$ cat src/rtl/dsi_pkg.sv
// Shared DSI definitions: data-type codes, packet header layout and the CRC-16 byte step.
package dsi_pkg;

    localparam logic [5:0] DT_DCS_SHORT_WR0 = 6'h05;
    localparam logic [5:0] DT_DCS_SHORT_WR1 = 6'h15;
    localparam logic [5:0] DT_NULL          = 6'h09;
    localparam logic [5:0] DT_BLANK         = 6'h19;
    localparam logic [5:0] DT_GEN_LONG_WR   = 6'h29;
    localparam logic [5:0] DT_DCS_LONG_WR   = 6'h39;

    localparam logic [15:0] CRC_INIT = 16'hFFFF;

    typedef struct packed {
        logic [1:0]  vc;
        logic [5:0]  dt;
        logic [15:0] wc;
    } dsi_hdr_t;

    // Reflected CCITT step (0x8408), data bit 0 shifted in first.
    function automatic logic [15:0] crc16_byte(input logic [15:0] crc, input logic [7:0] b);
        logic [15:0] c;
        c = crc ^ {8'h00, b};
        for (int i = 0; i < 8; i++)
            c = c[0] ? ((c >> 1) ^ 16'h8408) : (c >> 1);
        return c;
    endfunction

endpackage

$ cat src/rtl/dsi_ecc_gen.sv
// DSI packet-header Hamming ECC: 24 header bits in, 6 parity bits out (combinational).
module dsi_ecc_gen (
    input  logic [23:0] d,
    output logic [5:0]  ecc
);

    assign ecc[0] = d[0] ^ d[1] ^ d[2] ^ d[4] ^ d[5] ^ d[7] ^ d[10] ^ d[11] ^ d[13] ^ d[16]
                  ^ d[20] ^ d[21] ^ d[22] ^ d[23];
    assign ecc[1] = d[0] ^ d[1] ^ d[3] ^ d[4] ^ d[6] ^ d[8] ^ d[10] ^ d[12] ^ d[14] ^ d[17]
                  ^ d[20] ^ d[21] ^ d[22] ^ d[23];
    assign ecc[2] = d[0] ^ d[2] ^ d[3] ^ d[5] ^ d[6] ^ d[9] ^ d[11] ^ d[12] ^ d[15] ^ d[18]
                  ^ d[20] ^ d[21] ^ d[22];
    assign ecc[3] = d[1] ^ d[2] ^ d[3] ^ d[7] ^ d[8] ^ d[9] ^ d[13] ^ d[14] ^ d[15] ^ d[19]
                  ^ d[20] ^ d[21] ^ d[23];
    assign ecc[4] = d[4] ^ d[5] ^ d[6] ^ d[7] ^ d[8] ^ d[9] ^ d[16] ^ d[17] ^ d[18] ^ d[19]
                  ^ d[20] ^ d[22] ^ d[23];
    assign ecc[5] = d[10] ^ d[11] ^ d[12] ^ d[13] ^ d[14] ^ d[15] ^ d[16] ^ d[17] ^ d[18] ^ d[19]
                  ^ d[21] ^ d[22] ^ d[23];

endmodule

$ cat src/rtl/dsi_packet_assembler.sv
// Builds DSI short/long packets from command + payload streams into 32-bit words
// for the lane controller, with header ECC and trailing CRC-16.
module dsi_packet_assembler
    import dsi_pkg::*;
#(
    parameter bit CRC_ENABLE     = 1'b1,
    parameter bit UNDERRUN_CHECK = 1'b1
) (
    input  logic        clk_sys,
    input  logic        rst,
    input  logic        cmd_valid,
    output logic        cmd_ready,
    input  logic        cmd_long,
    input  logic [1:0]  cmd_vc,
    input  logic [5:0]  cmd_dt,
    input  logic [15:0] cmd_wc,
    input  logic [31:0] pld_data,
    input  logic        pld_valid,
    output logic        pld_ready,
    output logic [31:0] iface_write_data,
    output logic [3:0]  iface_write_strb,
    output logic        iface_write_rqst,
    output logic        iface_last_word,
    input  logic        iface_data_rqst,
    output logic        busy,
    output logic        err_underrun
);

    localparam logic [1:0] ST_IDLE    = 2'd0;
    localparam logic [1:0] ST_HDR     = 2'd1;
    localparam logic [1:0] ST_PAYLOAD = 2'd2;
    localparam logic [1:0] ST_CRC     = 2'd3;

    logic [1:0]  state;
    dsi_hdr_t    hdr;
    logic        is_long;
    logic        tail_hi_only;
    logic [15:0] bytes_left;
    logic [15:0] crc;
    logic [15:0] crc_upd;
    logic [15:0] crc_fld;
    logic [15:0] tail_crc;
    logic [5:0]  hdr_ecc;
    logic [2:0]  k;
    logic [31:0] pld_masked;
    logic [31:0] last_data;
    logic [3:0]  last_strb;
    logic        advance;

    dsi_ecc_gen u_ecc (
        .d   ({hdr.wc, hdr.vc, hdr.dt}),
        .ecc (hdr_ecc)
    );

    assign advance   = !iface_write_rqst || iface_data_rqst;
    assign cmd_ready = (state == ST_IDLE) && !rst;
    assign pld_ready = (state == ST_PAYLOAD) && advance;
    assign busy      = (state != ST_IDLE) || iface_write_rqst;
    assign err_underrun = UNDERRUN_CHECK && (state == ST_PAYLOAD) && iface_data_rqst
                          && !iface_write_rqst && !pld_valid;
    assign tail_crc  = CRC_ENABLE ? crc : 16'h0000;

    // k = payload bytes carried by the current word; the CRC fills in right behind them.
    always_comb begin
        k          = (bytes_left > 16'd4) ? 3'd4 : bytes_left[2:0];
        crc_upd    = crc;
        pld_masked = '0;
        for (int i = 0; i < 4; i++) begin
            if (3'(i) < k) begin
                crc_upd               = crc16_byte(crc_upd, pld_data[8*i +: 8]);
                pld_masked[8*i +: 8]  = pld_data[8*i +: 8];
            end
        end
        crc_fld   = CRC_ENABLE ? crc_upd : 16'h0000;
        last_data = pld_masked;
        last_strb = 4'hF;
        case (k)
            3'd1: begin
                last_data = {8'h00, crc_fld, pld_masked[7:0]};
                last_strb = 4'h7;
            end
            3'd2:    last_data = {crc_fld, pld_masked[15:0]};
            3'd3:    last_data = {crc_fld[7:0], pld_masked[23:0]};
            default: ;
        endcase
    end

    always_ff @(posedge clk_sys or posedge rst) begin
        if (rst) begin
            state            <= ST_IDLE;
            hdr              <= '0;
            is_long          <= 1'b0;
            tail_hi_only     <= 1'b0;
            bytes_left       <= '0;
            crc              <= CRC_INIT;
            iface_write_data <= '0;
            iface_write_strb <= '0;
            iface_write_rqst <= 1'b0;
            iface_last_word  <= 1'b0;
        end else begin
            // A consumed (or empty) slot clears unless a new word is loaded below.
            if (advance) begin
                iface_write_rqst <= 1'b0;
                iface_write_data <= '0;
                iface_write_strb <= '0;
                iface_last_word  <= 1'b0;
            end
            case (state)
                ST_IDLE: begin
                    if (cmd_valid) begin
                        hdr          <= '{vc: cmd_vc, dt: cmd_dt, wc: cmd_wc};
                        is_long      <= cmd_long;
                        bytes_left   <= cmd_wc;
                        crc          <= CRC_INIT;
                        tail_hi_only <= 1'b0;
                        state        <= ST_HDR;
                    end
                end
                ST_HDR: begin
                    if (advance) begin
                        iface_write_data <= {2'b00, hdr_ecc, hdr.wc, hdr.vc, hdr.dt};
                        iface_write_strb <= 4'hF;
                        iface_write_rqst <= 1'b1;
                        iface_last_word  <= !is_long;
                        if (!is_long)
                            state <= ST_IDLE;
                        else if (hdr.wc == 16'd0)
                            state <= ST_CRC;
                        else
                            state <= ST_PAYLOAD;
                    end
                end
                ST_PAYLOAD: begin
                    if (advance && pld_valid) begin
                        crc              <= crc_upd;
                        iface_write_rqst <= 1'b1;
                        if (bytes_left > 16'd4) begin
                            iface_write_data <= pld_data;
                            iface_write_strb <= 4'hF;
                            bytes_left       <= bytes_left - 16'd4;
                        end else begin
                            iface_write_data <= last_data;
                            iface_write_strb <= last_strb;
                            bytes_left       <= '0;
                            if (k <= 3'd2) begin
                                iface_last_word <= 1'b1;
                                state           <= ST_IDLE;
                            end else begin
                                tail_hi_only <= (k == 3'd3);
                                state        <= ST_CRC;
                            end
                        end
                    end
                end
                default: begin
                    if (advance) begin
                        iface_write_data <= tail_hi_only ? {24'h0, tail_crc[15:8]} : {16'h0, tail_crc};
                        iface_write_strb <= tail_hi_only ? 4'h1 : 4'h3;
                        iface_write_rqst <= 1'b1;
                        iface_last_word  <= 1'b1;
                        state            <= ST_IDLE;
                    end
                end
            endcase
        end
    end

endmodule
$ cat config.mk
export PLATFORM = sky130hd
export DESIGN_NAME = dsi_packet_assembler
export DESIGN_NICKNAME = d
export VERILOG_FILES = /design/src/rtl/dsi_pkg.sv /design/src/rtl/dsi_ecc_gen.sv /design/src/rtl/dsi_packet_assembler.sv
export SDC_FILE = /design/constraint.sdc
export NUM_CORES = 1
export LEC_CHECK = 0
export CORE_MARGIN = 5
export CORE_UTILIZATION = 25
export CTS_CLUSTER_DIAMETER = 40
export DETAILED_ROUTE_END_ITERATION = 16
export PLACE_DENSITY = 0.54
export SETUP_SLACK_MARGIN = 0.05
export SLEW_MARGIN = 20
export SYNTH_ARGS = -nofsm -noshare
export SYNTH_HDL_FRONTEND = slang
export SYNTH_SLANG_ARGS = --single-unit
export TNS_END_PERCENT = 1
$ cat constraint.sdc
create_clock -name clk_sys -period 4.2 [get_ports clk_sys]
set_clock_uncertainty 0.15 [all_clocks]
set_input_delay 1.05 -clock clk_sys [delete_from_list [all_inputs] [get_ports clk_sys]]
set_output_delay 1.05 -clock clk_sys [all_outputs]
set_load 0.03 [all_outputs]
==> flow_metrics.tcl, run 1 <==
set metrics [dict create \
    cts_max_path_buffers 2 \
    cap_violations 0 \
    slowest_stage "xor3_1" \
    endpoint_kind "register" \
    clk_pin_slew_worst_paths_ns 0.08 \
    synth_ff_type "dfrtp_1" \
    finalHoldViolations 0 \
    setup_viol 1 \
    nets 1304 \
    post_synth.cell_area_avg_um2 8.73 \
    worstPathArrival_ns 4.34 \
    row_count 67 \
    globalRouteOverflowTotal 0 \
    critPathKind "in2reg" \
    violations "negative setup slack" \
    core_area_um2 33400 \
    required_ns 4.31 \
    root_buffer "clkbuf_16" \
    tightest_slew_ns 0.705 \
    cp_top_family "XOR/XNOR gates" \
    die_w_um 194 \
    final.setup.tns_ns -0.0317 \
    area_delta_synth_final_pct 45.8 \
    dp.final_hpwl_um 30800 \
    cp_common_cell "buf_4" \
    antenna_found_initial 0 \
    crit_fanout 4 \
    max_slew_margin_pct 53.0 \
    diodes 0 \
    syn_nets 1034 \
    synth-edff-count 0 \
    ys_ff_latch 98 \
    fmax_mhz 236 \
    cts.sinks 98 \
    first_pass_iters 6 \
    grt-busiest-layer "met2" \
    pin_count 104 \
    viasPerCell 5.32 \
    grt_max_degree 59 \
    ant_nets 0 \
    totalWireLength_um 39100 \
    numCtsBuffers 9 \
    whs_ns 0.339 \
    avgRoutedWirePerCell_um 23.1 \
    hold_path.class "reg2reg" \
    fin_crit_ns 4.23 \
    regArea_um2 2470 \
    ys_seq_area_share_pct 29.2 \
    start_util_pct 25.3 \
    path_buf_inv 5 \
    crit_path_start_kind "primary input" \
    status "finished with violations" \
    post_synth_inst_count 969 \
    multi_input_area_um2 6190 \
    cts_tree "done" \
    gr-usage-met3_pct 3.70 \
    gr-usage-met1_pct 27.5 \
    drt_first_iter_violations 885 \
    yosysWarnings 0 \
    h-tree-depth 3 \
    worst_path_largest_cell_delay_ns 0.34 \
    grt_pass1_wl_um 57800 \
    num_vias 8996 \
    setup_slack_ns -0.0317 \
    synth-async-reset-ratio_pct 100 \
    yosysUniqueCellTypes 88 \
    die_y_um 194 \
    grtUsageTotal_pct 19.9 \
    syn-cell-area_um2 8460 \
    rsz0062_at_grt "yes" \
    drive_gt1_share_pct 32.2 \
    remaining_drc_errors 0 \
    crit_chain "buf_8, xnor2_4, xor3_1, o21ai_2, xnor2_2, buf_4, buf_4, xor2_2, a211oi_4, buf_4, nor4_4, buf_4, o21ai_4, a21oi_4, nor2_4, xor2_2, mux2_4, o31ai_4" \
    grt_pass1_vias 8890 \
    io_buffers 103 \
    fillerInstances 3429 \
    grt_use_met2_pct 32.4 \
    clk-insertion-delay-late_ns 0.36 \
    gp_congestion 0.947 \
    slew_viol_final 0 \
    period_share_pct 101 \
    dieArea_um2 37600 \
]
==> final cells by class <==
class | instances | area share [%]
flip-flops and latches | 98 | 20.0
inverters | 16 | 0.507
well taps | 448 | 4.55
repair buffers | 322 | 22.2
clock inverters | 7 | 0.639
clock buffers | 9 | 1.83
multi-input cells | 792 | 50.2
==> worst reg2reg max path, delay by kind of cell, from the launching register on <==
family	cells	cell delay, ns
xor gates and xnor gates	5	1.40
AOI/OAI and AO/OA	5	0.65
DFF	1	0.56
muxes	1	0.33
and+or+nand+nor	2	0.36
buffers and inverters	4	0.63
==> stage by stage <==
stage / utilization, % / std cells / worst slack, ns / cell area, um^2
floorplan: - / 969 / -0.0308 / 8490
global placement: 33.9 / 1651 / -0.907 / 11300
CTS: 36.0 / 1679 / -0.0280 / 12100
global route: 36.9 / 1692 / -0.162 / 12300
detailed placement: 33.9 / 1651 / -0.888 / 11300
finish: 36.9 / 1692 / -0.0317 / 12300
==> synth_stat cells, types with 6 or more instances <==
| library cell | count | share of area (%) |
|---|---|---|
| xnor2_1 | 94 | 9.7 |
| o21ai_0 | 93 | 5.5 |
| nand2_1 | 89 | 4.0 |
| dfrtp_1 | 82 | 24 |
| nor2_1 | 70 | 3.1 |
| a21oi_1 | 64 | 3.8 |
| clkbuf_1 | 45 | 2.0 |
| xor2_1 | 33 | 3.4 |
| mux2_2 | 27 | 3.6 |
| nor3_1 | 25 | 1.5 |
| mux2i_1 | 24 | 2.8 |
| a22oi_1 | 23 | 2.0 |
| nand3_1 | 20 | 1.2 |
| dfstp_2 | 16 | 5.0 |
| inv_1 | 15 | 0.67 |
| a221oi_1 | 11 | 1.1 |
| a211oi_1 | 10 | 0.89 |
| a32oi_1 | 10 | 1.0 |
| nor4_1 | 10 | 0.74 |
| or3_1 | 10 | 0.74 |
| o22ai_1 | 9 | 0.67 |
| buf_2 | 8 | 0.47 |
| o21ai_1 | 8 | 0.47 |
| xnor2_2 | 8 | 1.5 |
| and2_1 | 7 | 0.52 |
| nor2b_1 | 7 | 0.52 |
| o211ai_1 | 7 | 0.62 |
| o21ai_2 | 7 | 0.72 |
| xnor3_1 | 7 | 1.9 |
| nand2b_1 | 6 | 0.44 |
| o21a_1 | 6 | 0.53 |
| o221ai_1 | 6 | 0.62 |
==> path summary, 6_finish.rpt <==
kind / start / to / slack [ns] / cells after the start
setup / recovery: pld_data[7] / iface_write_data[18] / -0.03 / 18
hold / removal: register / register / 0.34 / 1
setup reg to reg: crc[0] / iface_write_data[18] / 0.02 / 17
hold reg to reg: register / register / 0.34 / 1
max in group asynchronous: rst / crc[12] / 2.09 / 3
min in group asynchronous: rst / iface_write_strb[2] / 1.03 / 2
==> what timing repair did <==
action                                 4_1_cts  5_1_grt
pin swaps                                   31       31
setup endpoints to repair                   28       24
endpoints found under the hold margin        0        0
gates resized for setup                     74       45
setup buffers                               12       13
hold buffers                                 0        0
==> cells in the final DEF, fill, tap and decap left out, types with 24 or more instances in the layout <==
master | Yosys | final
nor2_1 | 70 | 66
xnor2_2 | 8 | 24
clkdlybuf4s50_1 | 0 | 92
dfrtp_1 | 82 | 82
buf_4 | 3 | 209
nand2_1 | 89 | 87
a21oi_1 | 64 | 61
xor2_1 | 33 | 29
o21ai_0 | 93 | 87
mux2_2 | 27 | 26
xnor2_1 | 94 | 73
==> routing by layer <==
metal / vias up / wire (um)
li1: 4089 / -
met1: 4492 / 17000
met2: 359 / 18100
met3: 56 / 2800
met4: 0 / 1130
met5: - / 0
==> kinds of logic (layout without fill, tap and decap cells) <==
logic type | after synthesis | count (layout) | synth area share (%)
AOI/OAI and AO/OA | 304 | 304 | 23.5
and+or+nand+nor | 280 | 280 | 17.0
xor gates and xnor gates | 150 | 150 | 18.6
DFF | 98 | 98 | 29.2
buffers and inverters | 79 | 354 | 3.96
muxes | 55 | 55 | 7.22
adders and majority gates | 3 | 3 | 0.444
Power of run 1 is not shown: default switching activity piles up to over one toggle a cycle in this logic, so the estimate is an artifact.
==> run 2, diff against run 1 <==
--- a/config.mk
+++ b/config.mk
@@ -9,7 +9,7 @@
 export CORE_UTILIZATION = 25
 export CTS_CLUSTER_DIAMETER = 40
 export DETAILED_ROUTE_END_ITERATION = 16
-export PLACE_DENSITY = 0.54
+export PLACE_DENSITY = 0.52
 export SETUP_SLACK_MARGIN = 0.05
 export SLEW_MARGIN = 20
 export SYNTH_ARGS = -nofsm -noshare
==> constraint.sdc (replaced) <==
create_clock -name clk_sys -period 5.23 [get_ports clk_sys]
set_clock_uncertainty 0.15 [all_clocks]
set_input_delay 1.3075 -clock clk_sys [delete_from_list [all_inputs] [get_ports clk_sys]]
set_output_delay 1.3075 -clock clk_sys [all_outputs]
set_load 0.03 [all_outputs]
==> run 2 against run 1 <==
  * The run now ends clean
  * Global-route usage down 1.4 points
  * Die area unchanged
  * Clock-buffer cell count unchanged
  * Setup slack better by 0.35 ns
  * Sequential cell count unchanged
  * Largest cell class unchanged
  * Via count down 6.2%
==> flow_metrics.tcl, run 2 (same netlist as run 1, synthesis figures left out) <==
set metrics [dict create \
    area_delta_synth_final_pct 26.4 \
    first_pass_iters 8 \
    clk_pin_slew_worst_paths_ns 0.07 \
    viasPerCell 5.46 \
    numCtsBuffers 9 \
    nets 1159 \
    diodes 0 \
    start_util_pct 25.3 \
    crit_path_start_kind "primary input" \
    num_vias 8440 \
    grt_max_degree 77 \
    crit_chain "clkdlybuf4s50_1, xnor2_1, xnor2_1, a21boi_0, o21ai_2, xnor3_1, o21ai_2, buf_4, xnor2_2, xnor2_1, mux2i_1, nor2_1, a2111oi_0, a2111oi_0, buf_4, nor3_1" \
    grt_pass1_vias 8176 \
    io_buffers 103 \
    fin_util_pct 32.0 \
    whs_ns 0.333 \
    fin_cells 1547 \
    hold-path-cell-count 1 \
    fillerInstances 3539 \
    grt_use_met2_pct 29.3 \
    hold_path.class "reg2reg" \
    fmax_mhz 203 \
    r2r-end "iface_write_data[21]" \
    cp_common_cell "xnor2_1" \
    slowest_stage "a2111oi_0" \
    cp_top_family "compound AO/OA/AOI/OAI gates" \
    grt_pass1_wl_um 53900 \
    totalWireLength_um 36000 \
    grt-busiest-layer "met2" \
    cts_tree "done" \
    status "complete, no violations" \
    multi_input_area_um2 5700 \
    dp_cells 1531 \
    regArea_um2 2470 \
    critPathKind "in2reg" \
    mostFrequentLayoutCells "103 x clkdlybuf4s50_1, 93 x o21ai_0, 90 x xnor2_1" \
    rsz0062_at_grt "no" \
    crit_fanout 5 \
    drt_first_iter_violations 802 \
    gp_congestion 0.971 \
    globalRouteOverflowTotal 0 \
    fin_crit_ns 4.91 \
    max_slew_margin_pct 29.0 \
    h-tree-depth 3 \
    required_ns 5.32 \
    cap_violations 0 \
    dieArea_um2 37600 \
    antenna_found_initial 1 \
    slew_viol_final 0 \
    core_area_um2 33400 \
    drive_gt1_share_pct 17.7 \
    die_y_um 194 \
    gr-usage-met1_pct 25.6 \
    cts_max_path_buffers 2 \
    row_count 67 \
    dp.final_hpwl_um 27900 \
    ant_nets 0 \
    die_w_um 194 \
    gr-usage-met3_pct 2.52 \
    worstReg2RegStart "bytes_left[4]" \
    final_common_cell "clkdlybuf4s50_1" \
    remaining_drc_errors 0 \
    finalHoldViolations 0 \
    root_buffer "clkbuf_16" \
    pin_count 104 \
    endpoint_kind "register" \
    tightest_slew_ns 1.06 \
    worstPathArrival_ns 5.01 \
    rr_worst_depth 15 \
    path_buf_inv 3 \
    cts.sinks 98 \
    grtUsageTotal_pct 18.5 \
    setup_viol 0 \
    worst_path_largest_cell_delay_ns 0.58 \
    clk-insertion-delay-late_ns 0.37 \
    period_share_pct 94.0 \
    avgRoutedWirePerCell_um 23.3 \
    r2r_setup_slack_ns 0.72 \
]
-- run 2: worst max path at each step --
stage	slack [ns]	to	depth (start not counted)	start
2_1_floorplan	0.64	iface_write_data[18]	13	pld_data[0]
3_3_place_gp	-0.08	crc[15]	14	pld_data[1]
3_5_place_dp	-0.12	iface_write_data[18]	14	pld_data[0]
4_1_cts	0.25	iface_write_data[18]	14	pld_data[0]
5_1_grt	0.08	crc[15]	18	pld_data[7]
6_report	0.32	iface_write_data[21]	16	pld_data[6]
-- run 2: layout make-up --
class | count | share of cell area, %
repair buffers | 177 | 14.8
clock inverters | 7 | 0.749
clock buffers | 9 | 2.11
flip-flops and latches | 98 | 23.1
inverters | 16 | 0.608
multi-input cells | 792 | 53.3
well taps | 448 | 5.24
-- run 2: per-stage QoR --
stage          setup slack (ns)  cell area [um^2]  setup TNS, ns
4_1_cts                   0.255             10700              0
3_5_place_dp             -0.124             10300         -0.533
6_report                  0.315             10700              0
2_1_floorplan             0.642              8460              0
5_1_grt                  0.0816             10700              0
3_3_place_gp            -0.0753             10300         -0.357
-- run 2: repair_timing --
| action | in CTS | in global routing |
|---|---|---|
| setup endpoints to repair | 0 | 5 |
| endpoints found under the hold margin | 0 | 0 |
| hold buffers | 0 | 0 |
| gates resized for setup | 0 | 5 |
| setup buffers | 0 | 0 |
-- run 2: metal layers --
layer | share of wire (%) | vias up
li1 | - | 3785
met1 | 44 | 4165
met2 | 45 | 412
met3 | 6.6 | 78
met4 | 4.3 | 0
met5 | 0 | -
Power of run 2 is left out for the same reason.
